--- src/rtl/tmds_pkg.sv ---
// rtl/tmds_pkg.sv - shared TMDS symbol constants and decoder state encoding
package tmds_pkg;

  localparam int SYM_W = 10;

  localparam logic [SYM_W-1:0] CTRL_TOK_00 = 10'b1101010100;
  localparam logic [SYM_W-1:0] CTRL_TOK_01 = 10'b0010101011;
  localparam logic [SYM_W-1:0] CTRL_TOK_10 = 10'b0101010100;
  localparam logic [SYM_W-1:0] CTRL_TOK_11 = 10'b1010101011;

  typedef enum logic [1:0] {
    SEARCH = 2'd0,
    SLIP   = 2'd1,
    LOCKED = 2'd2
  } tmds_state_e;

endpackage

--- src/rtl/tmds_symbol_decode.sv ---
// rtl/tmds_symbol_decode.sv - combinational TMDS symbol classifier and 8b/10b data decoder
module tmds_symbol_decode
  import tmds_pkg::*;
(
  input  logic [SYM_W-1:0] i_sym,
  output logic             o_is_ctrl,
  output logic [1:0]       o_c,
  output logic [7:0]       o_data
);

  logic [7:0] w_q;

  // Match the four control tokens; anything else is treated as a data symbol
  always_comb begin
    o_is_ctrl = 1'b1;
    o_c       = 2'b00;
    case (i_sym)
      CTRL_TOK_00: o_c = 2'b00;
      CTRL_TOK_01: o_c = 2'b01;
      CTRL_TOK_10: o_c = 2'b10;
      CTRL_TOK_11: o_c = 2'b11;
      default:     o_is_ctrl = 1'b0;
    endcase
  end

  // Bit 9 marks an inverted payload
  assign w_q = i_sym[9] ? ~i_sym[7:0] : i_sym[7:0];

  // Undo the XOR (bit 8 set) or XNOR (bit 8 clear) transition chain
  always_comb begin
    o_data[0] = w_q[0];
    for (int i = 1; i < 8; i++) begin
      o_data[i] = i_sym[8] ? (w_q[i] ^ w_q[i-1]) : ~(w_q[i] ^ w_q[i-1]);
    end
  end

endmodule

--- src/rtl/tmds_decoder.sv ---
// rtl/tmds_decoder.sv - one TMDS receive channel: token alignment, decode, lock tracking (optional TMDS_DECODER_LOSSCNT_EN)
module tmds_decoder
  import tmds_pkg::*;
#(
  parameter int LOCK_COUNT    = 8,
  parameter int SEARCH_WINDOW = 1024,
  parameter int LOSS_WINDOW   = 2048
) (
  input  logic             clk_25mhz,
  input  logic             rst,
  input  logic [SYM_W-1:0] raw_in,
  output logic [7:0]       data,
  output logic [1:0]       c,
  output logic             de,
  output logic             valid,
  output logic             locked,
  output logic [3:0]       offset
`ifdef TMDS_DECODER_LOSSCNT_EN
  ,
  output logic [15:0]      lock_loss_cnt
`endif
);

  localparam int HIT_W  = $clog2(LOCK_COUNT + 1);
  localparam int WIN_W  = $clog2(SEARCH_WINDOW);
  localparam int LOSS_W = $clog2(LOSS_WINDOW);

  localparam logic [HIT_W-1:0]  HIT_LAST  = HIT_W'(LOCK_COUNT - 1);
  localparam logic [HIT_W-1:0]  HIT_MAX   = HIT_W'(LOCK_COUNT);
  localparam logic [WIN_W-1:0]  WIN_LAST  = WIN_W'(SEARCH_WINDOW - 1);
  localparam logic [LOSS_W-1:0] LOSS_LAST = LOSS_W'(LOSS_WINDOW - 1);

  tmds_state_e r_state, w_state_nxt;

  logic [2*SYM_W-1:0] r_hist;
  logic [3:0]         r_offset;
  logic [HIT_W-1:0]   r_hit_cnt;
  logic [WIN_W-1:0]   r_win_cnt;
  logic [LOSS_W-1:0]  r_loss_cnt;
  logic [7:0]         r_data;
  logic [1:0]         r_c;
  logic               r_de;
  logic               r_valid;

  logic [2*SYM_W-1:0] w_hist_shift;
  logic [SYM_W-1:0]   w_sym;
  logic [SYM_W-1:0]   w_unused_shift_hi;
  logic               w_is_ctrl;
  logic [1:0]         w_dec_c;
  logic [7:0]         w_dec_data;
  logic [7:0]         w_data_nxt;
  logic [1:0]         w_c_nxt;
  logic               w_de_nxt;
  logic               w_valid_nxt;

  // Offset never exceeds 9, so the top half of the shifted history is never a symbol
  assign w_hist_shift      = r_hist >> r_offset;
  assign w_sym             = w_hist_shift[SYM_W-1:0];
  assign w_unused_shift_hi = w_hist_shift[2*SYM_W-1:SYM_W];

  tmds_symbol_decode u_sym_dec (
    .i_sym     (w_sym),
    .o_is_ctrl (w_is_ctrl),
    .o_c       (w_dec_c),
    .o_data    (w_dec_data)
  );

  // State register
  always_ff @(posedge clk_25mhz or negedge rst) begin
    if (!rst) r_state <= SEARCH;
    else      r_state <= w_state_nxt;
  end

  // Next state: lock takes priority over a window expiry on the same cycle
  always_comb begin
    w_state_nxt = r_state;
    case (r_state)
      SEARCH: begin
        if (w_is_ctrl && (r_hit_cnt == HIT_LAST)) w_state_nxt = LOCKED;
        else if (r_win_cnt == WIN_LAST)           w_state_nxt = SLIP;
      end
      SLIP:    w_state_nxt = SEARCH;
      LOCKED: begin
        if (!w_is_ctrl && (r_loss_cnt == LOSS_LAST)) w_state_nxt = SLIP;
      end
      default: w_state_nxt = SEARCH;
    endcase
  end

  // Output values for the next cycle; c holds across data symbols while locked
  always_comb begin
    w_valid_nxt = 1'b0;
    w_de_nxt    = 1'b0;
    w_data_nxt  = 8'h00;
    w_c_nxt     = 2'b00;
    if (w_state_nxt == LOCKED) begin
      w_valid_nxt = 1'b1;
      if (w_is_ctrl) begin
        w_c_nxt = w_dec_c;
      end else begin
        w_de_nxt   = 1'b1;
        w_data_nxt = w_dec_data;
        w_c_nxt    = r_c;
      end
    end
  end

  // History, offset, saturating counters and registered outputs
  always_ff @(posedge clk_25mhz or negedge rst) begin
    if (!rst) begin
      r_hist     <= '0;
      r_offset   <= 4'd0;
      r_hit_cnt  <= '0;
      r_win_cnt  <= '0;
      r_loss_cnt <= '0;
      r_data     <= 8'h00;
      r_c        <= 2'b00;
      r_de       <= 1'b0;
      r_valid    <= 1'b0;
    end else begin
      r_hist <= {raw_in, r_hist[2*SYM_W-1:SYM_W]};

      if (r_state == SLIP) r_offset <= (r_offset == 4'd9) ? 4'd0 : r_offset + 4'd1;

      if (r_state == SEARCH) begin
        if (!w_is_ctrl)              r_hit_cnt <= '0;
        else if (r_hit_cnt != HIT_MAX) r_hit_cnt <= r_hit_cnt + HIT_W'(1);
        if (r_win_cnt != WIN_LAST)   r_win_cnt <= r_win_cnt + WIN_W'(1);
      end else begin
        r_hit_cnt <= '0;
        r_win_cnt <= '0;
      end

      if ((r_state == LOCKED) && !w_is_ctrl) begin
        if (r_loss_cnt != LOSS_LAST) r_loss_cnt <= r_loss_cnt + LOSS_W'(1);
      end else begin
        r_loss_cnt <= '0;
      end

      r_data  <= w_data_nxt;
      r_c     <= w_c_nxt;
      r_de    <= w_de_nxt;
      r_valid <= w_valid_nxt;
    end
  end

`ifdef TMDS_DECODER_LOSSCNT_EN
  logic [15:0] r_lock_loss_cnt;

  // Count each loss of lock, holding at full scale
  always_ff @(posedge clk_25mhz or negedge rst) begin
    if (!rst) begin
      r_lock_loss_cnt <= 16'd0;
    end else if ((r_state == LOCKED) && (w_state_nxt == SLIP) && (r_lock_loss_cnt != 16'hFFFF)) begin
      r_lock_loss_cnt <= r_lock_loss_cnt + 16'd1;
    end
  end

  assign lock_loss_cnt = r_lock_loss_cnt;
`endif

  assign data   = r_data;
  assign c      = r_c;
  assign de     = r_de;
  assign valid  = r_valid;
  assign locked = (r_state == LOCKED);
  assign offset = r_offset;

endmodule
--- config.mk ---
export PLATFORM = sky130hd
export DESIGN_NAME = tmds_decoder
export DESIGN_NICKNAME = d
export VERILOG_FILES = /design/src/rtl/tmds_pkg.sv /design/src/rtl/tmds_symbol_decode.sv /design/src/rtl/tmds_decoder.sv
export SDC_FILE = /design/constraint.sdc
export NUM_CORES = 1
export LEC_CHECK = 0
export CORE_MARGIN = 1.5
export CORE_UTILIZATION = 52
export DETAILED_ROUTE_END_ITERATION = 10
export PLACE_DENSITY = 0.87
export SLEW_MARGIN = 25
export SYNTH_ARGS = -nofsm -noshare
export SYNTH_HDL_FRONTEND = slang
export SYNTH_SLANG_ARGS = --single-unit
--- constraint.sdc ---
create_clock -name clk_25mhz -period 3.33 [get_ports clk_25mhz]
set_input_delay 0.4995 -clock clk_25mhz [delete_from_list [all_inputs] [get_ports clk_25mhz]]
set_output_delay 0.4995 -clock clk_25mhz [all_outputs]
set_load 0.03 [all_outputs]
======== Yosys cells after proc, flatten, opt, wreduce, memory -nomap -nowiden ========
Index checks and enable logic that the tools add are counted.
storage, ports and cells
  flip-flop bits (word level) ............. 63
  word-level logic and storage cells ...... 83
operators by class
  add/sub/neg operators ................... 4
  equal/unequal tests ..................... 18
  shift-type cells ........................ 1
  multiplexer cells ....................... 29
  bitwise gates (word level) .............. 15
  reductions and logical operators ........ 6
operators with widths
  cell                     number
  $eq A10 B10 Y1 const B   3
  $mux W8                  3
  $mux W11                 2
  $mux W10                 2
  $shr A20 B4 Y10          1
  $mux W4                  4
  $add A11 B1 Y11 const B  1
  $eq A11 B11 Y1 const B   1
  $mux W1                  11
  $ne A11 B11 Y1 const B   1
  $add A10 B1 Y10 const B  1
  $eq A10 B8 Y1 const B    1
  $eq A10 B9 Y1 const B    1
  $mux W2                  5
  $ne A10 B10 Y1 const B   1
  $add A4 B1 Y4 const B    2
  $not A8 Y8               1
  $not A1 Y1               7
  $xor A1 B1 Y1            7
  $pmux W2 S3              1
  $eq A2 B2 Y1 const B     2
  $eq A4 B3 Y1 const B     1
  $eq A4 B4 Y1 const B     1
  $ne A2 B1 Y1 const B     2
  9 further kinds          11

======== Logic depth before layout (Yosys ltp) ========
Gate-level depths: netlist (run 1).
  word-level depth ........................ 10
  depth in mapped cells ................... 15
  gate-level depth less buffers ........... 12

======== Modules after synthesis ========
From an unflattened synthesis (run 1), not the netlist that was laid out.
second synthesis, totals
  cell total of the unflattened synthesis .. 335
  area, all modules ....................... 3617.2 um^2
by module, submodules not included
  module              instances  cells an instance  area each (um^2)
  tmds_decoder        1          300                3338.2
  tmds_symbol_decode  1          35                 279.0

======== Worst setup path after synthesis (run 1) ========
Ideal clock, no wire load.
  path kind ............................... flip-flop to flip-flop
  start ................................... register r_offset[1] (netlist: offset[1])
  end ..................................... register r_c[1] (netlist: c[1])
  setup time .............................. 0.065 ns
  data arrival time ....................... 3.264 ns
  path slack .............................. 0.001 ns
  stages on the path, launching flop included .. 13
  buffers on the path ..................... 2
  period minus slack after synthesis ...... 3.329 ns
  cells stage by stage .................... dfrtp_1 buf_6 buf_6 mux2_1 mux4_2 mux2i_1 ha_1 nand4_1 or4b_1 o31a_2 nand3_2 o21ai_1 o2bb2a_2
between the ends
  cells in the longest elaborated chain, start to end .. 10
RTL lines
  element                                                   line                      RTL
  start, declared                                           tmds_decoder.sv:36        logic [3:0] r_offset;
  start signal, assigned                                    tmds_decoder.sv:123       if (r_state == SLIP) r_offset <= (r_offset == 4'd9) ? 4'd0 : r_offset + 4'd1;
  $shr A20 B4 Y10 (*)                                       tmds_decoder.sv:57        assign w_hist_shift = r_hist >> r_offset;
  $eq A10 B10 Y1, or another cell as far along              tmds_symbol_decode.sv:17  case (i_sym)
  $reduce_or A4 Y1 (no source line)                         -
  $mux W1                                                   tmds_symbol_decode.sv:17
  $logic_not A1 Y1                                          tmds_decoder.sv:84        if (!w_is_ctrl && (r_loss_cnt == LOSS_LAST)) w_state_nxt = SLIP;
  $logic_and A1 B1 Y1                                       tmds_decoder.sv:84
  $mux W2                                                   tmds_decoder.sv:84
  $pmux W2 S2                                               tmds_decoder.sv:77        case (r_state)
  $eq A2 B2 Y1                                              tmds_decoder.sv:96        if (w_state_nxt == LOCKED) begin
  $ne A2 B2 Y1 (no source line) or $mux W2 (tied branches)  -
  end signal, assigned                                      tmds_decoder.sv:141       r_c <= w_c_nxt;
  end, declared                                             tmds_decoder.sv:41        logic [1:0] r_c;
Mark *: on every way between the ends. The rest lies on a longest branch, timed or not. The select of a mux whose other input is x is not followed.
A chain may end at the register's enable or synchronous reset.

======== Worst setup path in the final report (run 1) ========
Same ends and word-level chain as after synthesis.

==> metrics.yaml, run 1 <==
syn_to_final_growth_pct: 19.0
dpl-instance-area_um2: 3910
h-tree-depth: 3
reg2reg_depth: 11
p_comb_frac: 0.066
crit_arrival_ns: 3.49
async_reset_ff_frac: 1.00
seqPwrFrac: 0.506
ioPinCount: 29
clkPwrFrac: 0.428
routedWlPerCell_um: 16.2
timing.reg2reg.setup_slack_ns: 0.13
syn_nets: 343
yosys_warnings: 0
grt_pass1_vias: 2603
worstPathMaxFanout: 6
design.core.area_um2: 6420
die_h_um: 85.1
hold_viol: 0
synth_cells: 319
rows: 29
reg2reg_from: "offset[1]"
grt_pass1_wl_um: 12400
grt_usage: 0.221
drc: 4
max_slew_margin: 0.550
outcome: "finished with violations"
drt_iter0_drc: 332
layout_min_cycle_time_ns: 3.20
p_int_mw: 1.21
slew_viol_final: 0
cts_root_buf: "clkbuf_8"
crit_type: "reg2reg"
antenna_cells: 0
fin_crit_sh: 0.961
maxCapViolations: 0
ys_ff_latch: 63
place_inst: 426
cp-start-kind: "register"
drive_above_1_share: 0.193
timing.hold.ws_ns: 0.0380
hold_buffers: 0
tightest_slew_ns: 0.670
p_switching_mw: 0.353
insertion_delay_ns: 0.34
clk_pin_slew_ns: 0.07
start_util: 0.546
portBuffers: 28
seq_area_um2: 1580
ant_nets: 0
cp-end-kind: "register"
die_w_um: 85.1
rr_endpoint: "c[1]"
grt-ovfl-total: 0
hold_path.class: "in2async"
grt_antenna_before_repair: 0
startpoint: "offset[1]"
fin_cells: 444
max_freq_mhz: 313
cts.sinks: 63
final_util: 0.649
p_sw_frac: 0.225
required_ns: 3.62
multiInputGateArea_um2: 1800
violations: "DRC"
design_area_um2: 4170
vias_per_cell: 5.84
syn_area_um2: 3510
ys_seq_area_frac: 0.450
clock_path_buffers: 2
setup_tns_ns: 0
crit_end: "c[1]"
setup_violations: 0
rsz0062_at_grt: "false"
grt_max_degree: 43
hpwl_um: 5080
fillers: 462
leakagePower_nw: 1.80
wl_um: 7180
die_area_um2: 7240
numCtsBuffers: 9
ys.flop_type: "dfrtp_1"
synthDistinctLibCells: 56
ir_drop_mv: 0.315
final_nets: 387
first_pass_iters: 9
routabilityCongestion: 0.901
fin_worst_skew_ns: 0.00822
routed-via-count: 2591
synth_edf_count: 0
cts_tree: "done"
p_per_area_nw_per_um2: 375
avgSynthCellArea_um2: 11.0
[kinds of logic (layout without fill, tap and decap cells)]
group	count (synthesis)	in the layout	share of synthesized area
and+or+nand+nor	117	117	0.165
adders and majority gates	12	12	0.0428
DFF	63	63	0.450
AOI/OAI and AO/OA	33	33	0.0749
buffers and inverters	28	76	0.0382
xor gates and xnor gates	27	27	0.0717
muxes	39	39	0.158
[critical path: stages (launching register included)]
cell and delay [ns]:
dfrtp_2 0.44, buf_12 0.13, mux2_2 0.35, mux4_2 0.47, mux2i_2 0.21, ha_1 0.22
nand4_1 0.11, or4b_1 0.52, o31a_2 0.17, nand3_2 0.13, o21ai_1 0.11, o2bb2a_2 0.28
[Yosys cell counts, types with 2 or more instances]
| cell | instances | share of area |
|---|---|---|
| inv_2 | 3 | 0.0032 |
| o21a_1 | 2 | 0.0043 |
| a21oi_1 | 3 | 0.0043 |
| and4_1 | 2 | 0.0050 |
| a22o_1 | 2 | 0.0050 |
| o21ai_0 | 5 | 0.0071 |
| xor2_1 | 12 | 0.030 |
| ha_1 | 12 | 0.043 |
| mux4_2 | 11 | 0.071 |
| buf_2 | 5 | 0.0071 |
| nor3_1 | 6 | 0.0086 |
| o21ai_1 | 3 | 0.0043 |
| and2_1 | 4 | 0.0071 |
| xnor2_1 | 14 | 0.035 |
| clkbuf_1 | 3 | 0.0032 |
| nand2_1 | 22 | 0.024 |
| nand3_1 | 11 | 0.016 |
| nand4_1 | 7 | 0.012 |
| buf_6 | 2 | 0.0064 |
| mux2i_1 | 20 | 0.057 |
| mux2_2 | 6 | 0.019 |
| buf_4 | 2 | 0.0043 |
| nor2b_1 | 3 | 0.0054 |
| nor2_1 | 43 | 0.046 |
| or2_2 | 3 | 0.0054 |
| a21o_1 | 2 | 0.0043 |
| nand3b_1 | 4 | 0.0086 |
| nand2b_1 | 5 | 0.0089 |
| inv_1 | 13 | 0.014 |
| dfrtp_1 | 63 | 0.45 |
[layer usage]
metal  wire length [um]  track usage
met1               3190        0.301
met2               3490        0.343
met3                300       0.0370
met4                197        0.115
met5                  0            0
[power by group through the flow]
stage	registers [mW]	clock network, mW	logic, mW
6_report	0.792	0.670	0.103
5_1_grt	0.793	0.714	0.114
4_1_cts	0.791	0.683	0.101
3_5_place_dp	0.806	0	0.0990
3_3_place_gp	0.805	0	0.0976
2_1_floorplan	0.800	0	0.0583
[registers in the layout (all words and copies together) (netlist names)]
signal      flops
r_win_cnt      10
c               2
r_hit_cnt       4
valid           1
data            8
r_hist         20
r_loss_cnt     11
r_state         2
offset          4
de              1
[final cells by class]
cell class	count	share of cell area
timing repair buffer	45	0.104
sequential	63	0.379
tap	77	0.0231
multi-input combinational	228	0.432
clock inverter	3	0.0102
clock buffer	12	0.0372
inverter	16	0.0144
[per-stage QoR]
step	worst slack [ns]	power (mW)
after CTS	0.0443	1.57
final	0.131	1.57
after global placement	0.148	0.902
after detailed placement	0.0182	0.905
after floorplan	0.00132	0.858
after global routing	0.000207	1.62
[how the worst min path moves through the flow]
stage	cells after the start	to	slack (ns)
6_report	1	r_hist[4]	0.04
3_3_place_gp	0	r_hist[7]	0.40
2_1_floorplan	0	c[0]	0.20
5_1_grt	1	r_hist[14]	0.05
3_5_place_dp	0	r_hist[7]	0.40
4_1_cts	1	r_hist[14]	0.32
[repair_timing]
action                                  CTS  global route
hold endpoints to repair                  0             0
pin swaps                                 0             0
buffers inserted                          0             2
endpoints found under the setup margin    8            12
gates resized for setup                   1             5
[placed cells by master, fill, tap and decap left out, types with 5 or more instances in the layout]
cell type	synthesis	final
dfrtp_1	63	61
nor2_1	43	43
clkdlybuf4s50_1	0	27
nand2_1	22	22
mux2i_1	20	19
xnor2_1	14	14
inv_1	13	13
buf_4	2	13
xor2_1	12	12
ha_1	12	12
mux4_2	11	11
nand3_1	11	11
clkbuf_8	0	11
nand4_1	7	7
mux2_2	6	6
nor3_1	6	6
nand2b_1	5	5
o21ai_0	5	5
No activity file was read; power rests on OpenSTA's default activity.
==> run 2, diff against run 1 <==
--- a/config.mk
+++ b/config.mk
@@ -5,10 +5,11 @@
 export SDC_FILE = /design/constraint.sdc
 export NUM_CORES = 1
 export LEC_CHECK = 0
+export ABC_AREA = 1
 export CORE_MARGIN = 1.5
-export CORE_UTILIZATION = 52
+export CORE_UTILIZATION = 53
 export DETAILED_ROUTE_END_ITERATION = 10
-export PLACE_DENSITY = 0.87
+export PLACE_DENSITY = 0.88
 export SLEW_MARGIN = 25
 export SYNTH_ARGS = -nofsm -noshare
 export SYNTH_HDL_FRONTEND = slang
==> run 2 against run 1 <==
The flow still finishes with violations (DRC). Clock-buffer cell count is 2 lower. Synthesized cell count increased by 38%. Die area is 1.3% higher. Critical path depth up 1. Core utilization fell by 0.40 points. Routed wire length increased by 6.2%. Via count increased by 19%. Highest routed layer unchanged. Area after synthesis increased by 3.3%. Sequential share of layout area about the same. Clock skew rose by 0.0029 ns.
==> metrics.yaml, run 2 <==
outcome: "finished with violations"  # unchanged
violations: "DRC"  # unchanged
clk_pin_slew_ns: 0.08  # was 0.07 ns
reg2reg_depth: 12  # was 11
fillers: 517  # was 462
cp-start-kind: "register"  # unchanged
synthSimpleGateAreaFrac: 0.354  # was 0.165
largest_reg_flops: 20  # unchanged
fin_worst_skew_ns: 0.0111  # was 0.00822 ns
rsz0062_at_grt: "false"  # unchanged
cts_root_buf: "clkbuf_8"  # unchanged
final_nets: 496  # was 387
cts_tree: "done"  # unchanged
tightest_slew_ns: 0.830  # was 0.670 ns
worstPathMaxFanout: 16  # was 6
crit_arrival_ns: 3.04  # was 3.49 ns
ys_ff_latch: 63  # unchanged
ioPinCount: 29  # unchanged
synth-compound-area-share: 0.0622  # was 0.0749
cts_resized: 0  # was 1
muxShareOfSynthArea: 0  # was 0.158
h-tree-depth: 3  # unchanged
maxCapViolations: 0  # unchanged
synth_edf_count: 0  # unchanged
netlist_top_cells_count: "nand2_1 (113), nand3_1 (83), dfrtp_1 (63), inv_1 (33), nor2_1 (21)"  # was dfrtp_1 (63), nor2_1 (43), nand2_1 (22), mux2i_1 (20), xnor2_1 (14)
synthAdderAreaFrac: 0.0415  # was 0.0428
synth_top_area_share: 0.435  # was 0.450
hold_path.class: "in2async"  # unchanged
reg.largest.list: "r_hist: 20 flops, r_loss_cnt: 11 flops, r_win_cnt: 10 flops"  # unchanged
yosysMostFrequentCell: "nand2_1"  # was dfrtp_1
hold_buffers: 0  # unchanged
cts_setup_buffers: 0  # unchanged
grt-ovfl-total: 0  # unchanged
cpMostUsedCell: "nand2_1"
setup_tns_ns: 0  # unchanged
routed-via-count: 3080  # was 2591
rr_endpoint: "data[1]"  # was c[1]
start_util: 0.561  # was 0.546
portBuffers: 28  # unchanged
max_slew_margin: 0.447  # was 0.550
grt_antenna_before_repair: 0  # unchanged
layout_commonest_cell: "nand2_1"  # was dfrtp_1
synthDistinctLibCells: 34  # was 56
ir_drop_mv: 0.374  # was 0.315 mV
routabilityCongestion: 0.949  # was 0.901
ant_nets: 0  # unchanged
ys_top_cells_by_area: "dfrtp_1 (44%), nand2_1 (12%), nand3_1 (11%)"  # was dfrtp_1 (45%), mux4_2 (7.1%), mux2i_1 (5.7%)
rows: 29  # unchanged
synth_cells: 441  # was 319
synth_top_area_cell: "dfrtp_1"  # unchanged
reg2reg_from: "offset[2]"  # was offset[1]
vias_per_cell: 5.56  # was 5.84
die_w_um: 85.7  # was 85.1 um
timing.reg2reg.setup_slack_ns: 0.53  # was 0.13 ns
synth_xor_area_frac: 0.0435  # was 0.0717
wl_um: 7630  # was 7180 um
design.core.area_um2: 6460  # was 6420 um2
grt_pass1_vias: 3022  # was 2603
numCtsBuffers: 9  # unchanged
syn_area_um2: 3620  # was 3510 um2
hold_viol: 0  # unchanged
avgSynthCellArea_um2: 8.21  # was 11.0 um2
antenna_cells: 0  # unchanged
drt_iter0_drc: 264  # was 332
slew_viol_final: 0  # unchanged
synth_top_family_by_area: "simple AND/OR/NAND/NOR gates"  # unchanged
hpwl_um: 5620  # was 5080 um
first_pass_iters: 7  # was 9
crit_path_cell_trace: "inv_1, nand3_1, nand2_1, a21oi_1, ha_1, nand2_1, nor2_1, nand2_8, nand3_4, inv_4, nand2_4, nor2_2"  # was buf_12, mux2_2, mux4_2, mux2i_2, ha_1, nand4_1, or4b_1, o31a_2, nand3_2, o21ai_1, o2bb2a_2
fin_crit_sh: 0.841  # was 0.961
drive_above_1_share: 0.128  # was 0.193
required_ns: 3.57  # was 3.62 ns
crit_type: "reg2reg"  # unchanged
setup_violations: 0  # unchanged
cp-end-kind: "register"  # unchanged
largest-register: "r_hist"  # unchanged
final_cell_mix: "nand2_1 (113), nand3_1 (83), dfrtp_1 (63), inv_1 (33), clkdlybuf4s50_1 (27)"  # was dfrtp_1 (61), nor2_1 (43), clkdlybuf4s50_1 (27), nand2_1 (22), mux2i_1 (19)
p_per_area_nw_per_um2: 396  # was 375 nW/um2
yosys_warnings: 0  # unchanged
ys.flop_type: "dfrtp_1"  # unchanged
cts.sinks: 63  # unchanged
async_reset_ff_frac: 1.00  # unchanged
grt_max_degree: 40  # was 43
insertion_delay_ns: 0.36  # was 0.34 ns
crit_slowest_cell: "dfrtp_1"  # was or4b_1
die_h_um: 85.7  # was 85.1 um
timing.hold.ws_ns: 0.225  # was 0.0380 ns
grt_pass1_wl_um: 13600  # was 12400 um
drc: 1  # was 4
die_area_um2: 7340  # was 7240 um2
grt_usage: 0.237  # was 0.221
layout_min_cycle_time_ns: 2.80  # was 3.20 ns
ys_seq_area_frac: 0.435  # was 0.450
syn_to_final_growth_pct: 15.1  # was 19.0%
leakagePower_nw: 1.93  # was 1.80 nW
routedWlPerCell_um: 13.8  # was 16.2 um
syn_nets: 465  # was 343
clock_path_buffers: 2  # unchanged
max_freq_mhz: 357  # was 313 MHz
worst_path_largest_cell_delay_ns: 0.77  # was 0.52 ns
-- run 2: logic make-up (layout without fill, tap and decap cells) --
| group | Yosys count | count (layout) |
|---|---|---|
| compound gates | 37 | 37 |
| xor+xnor | 18 | 18 |
| flops | 63 | 63 |
| simple gates | 261 | 261 |
| buf+inv | 50 | 86 |
| fa+ha+maj | 12 | 12 |
-- run 2: worst max-delay path by stage --
| stage | startpoint | endpoint | slack (ns) | cells past startpoint |
|---|---|---|---|---|
| 3_5_place_dp | offset[2] | data[0] | 0.64 | 14 |
| 4_1_cts | offset[2] | data[1] | 0.61 | 14 |
| 3_3_place_gp | offset[2] | data[0] | 0.69 | 12 |
| 2_1_floorplan | offset[0] | data[4] | 0.90 | 18 |
| 6_report | offset[2] | data[1] | 0.53 | 12 |
| 5_1_grt | offset[2] | data[0] | 0.33 | 14 |
-- run 2: layout make-up --
class | instances | area [um2] | share of cell area
well taps | 77 | 96.3 | 0.0231
multi-input cells | 328 | 1810 | 0.435
inverters | 38 | 145 | 0.0348
repair buffers | 32 | 305 | 0.0733
flip-flops and latches | 63 | 1580 | 0.378
clock inverters | 6 | 92.6 | 0.0222
clock buffers | 10 | 138 | 0.0330
-- run 2: routing by layer --
layer  up-vias  GRT usage  routed length, um
li1       1522          -                  -
met1      1449      0.307               3320
met2        90      0.389               3670
met3        19     0.0481                425
met4         0     0.0997                212
met5         -          0                  0
-- run 2: stage by stage --
stage / cells / setup slack [ns] / total power, mW / area, um2 / util
finish: 554 / 0.528 / 1.65 / 4170 / 0.645
global route: 554 / 0.327 / 1.71 / 4170 / 0.645
CTS: 554 / 0.614 / 1.66 / 4170 / 0.645
detailed placement: 538 / 0.643 / 0.901 / 3940 / 0.610
global placement: 538 / 0.687 / 0.898 / 3940 / 0.610
floorplan: 441 / 0.903 / 0.857 / 3620 / -
-- run 2: report_power, final --
part / internal [mW] / switching [mW]
sequential: 0.777 / 0.0104
clock: 0.445 / 0.321
combinational: 0.0379 / 0.0606
total: 1.26 / 0.392
-- run 2: critical path, delay by kind of cell (launching register included) --
| kind | cells | cell delay [ns] |
|---|---|---|
| buffers and inverters | 2 | 0.39 |
| and+or+nand+nor | 8 | 1.10 |
| DFF | 1 | 0.77 |
| AOI/OAI and AO/OA | 1 | 0.22 |
| adders and majority gates | 1 | 0.19 |
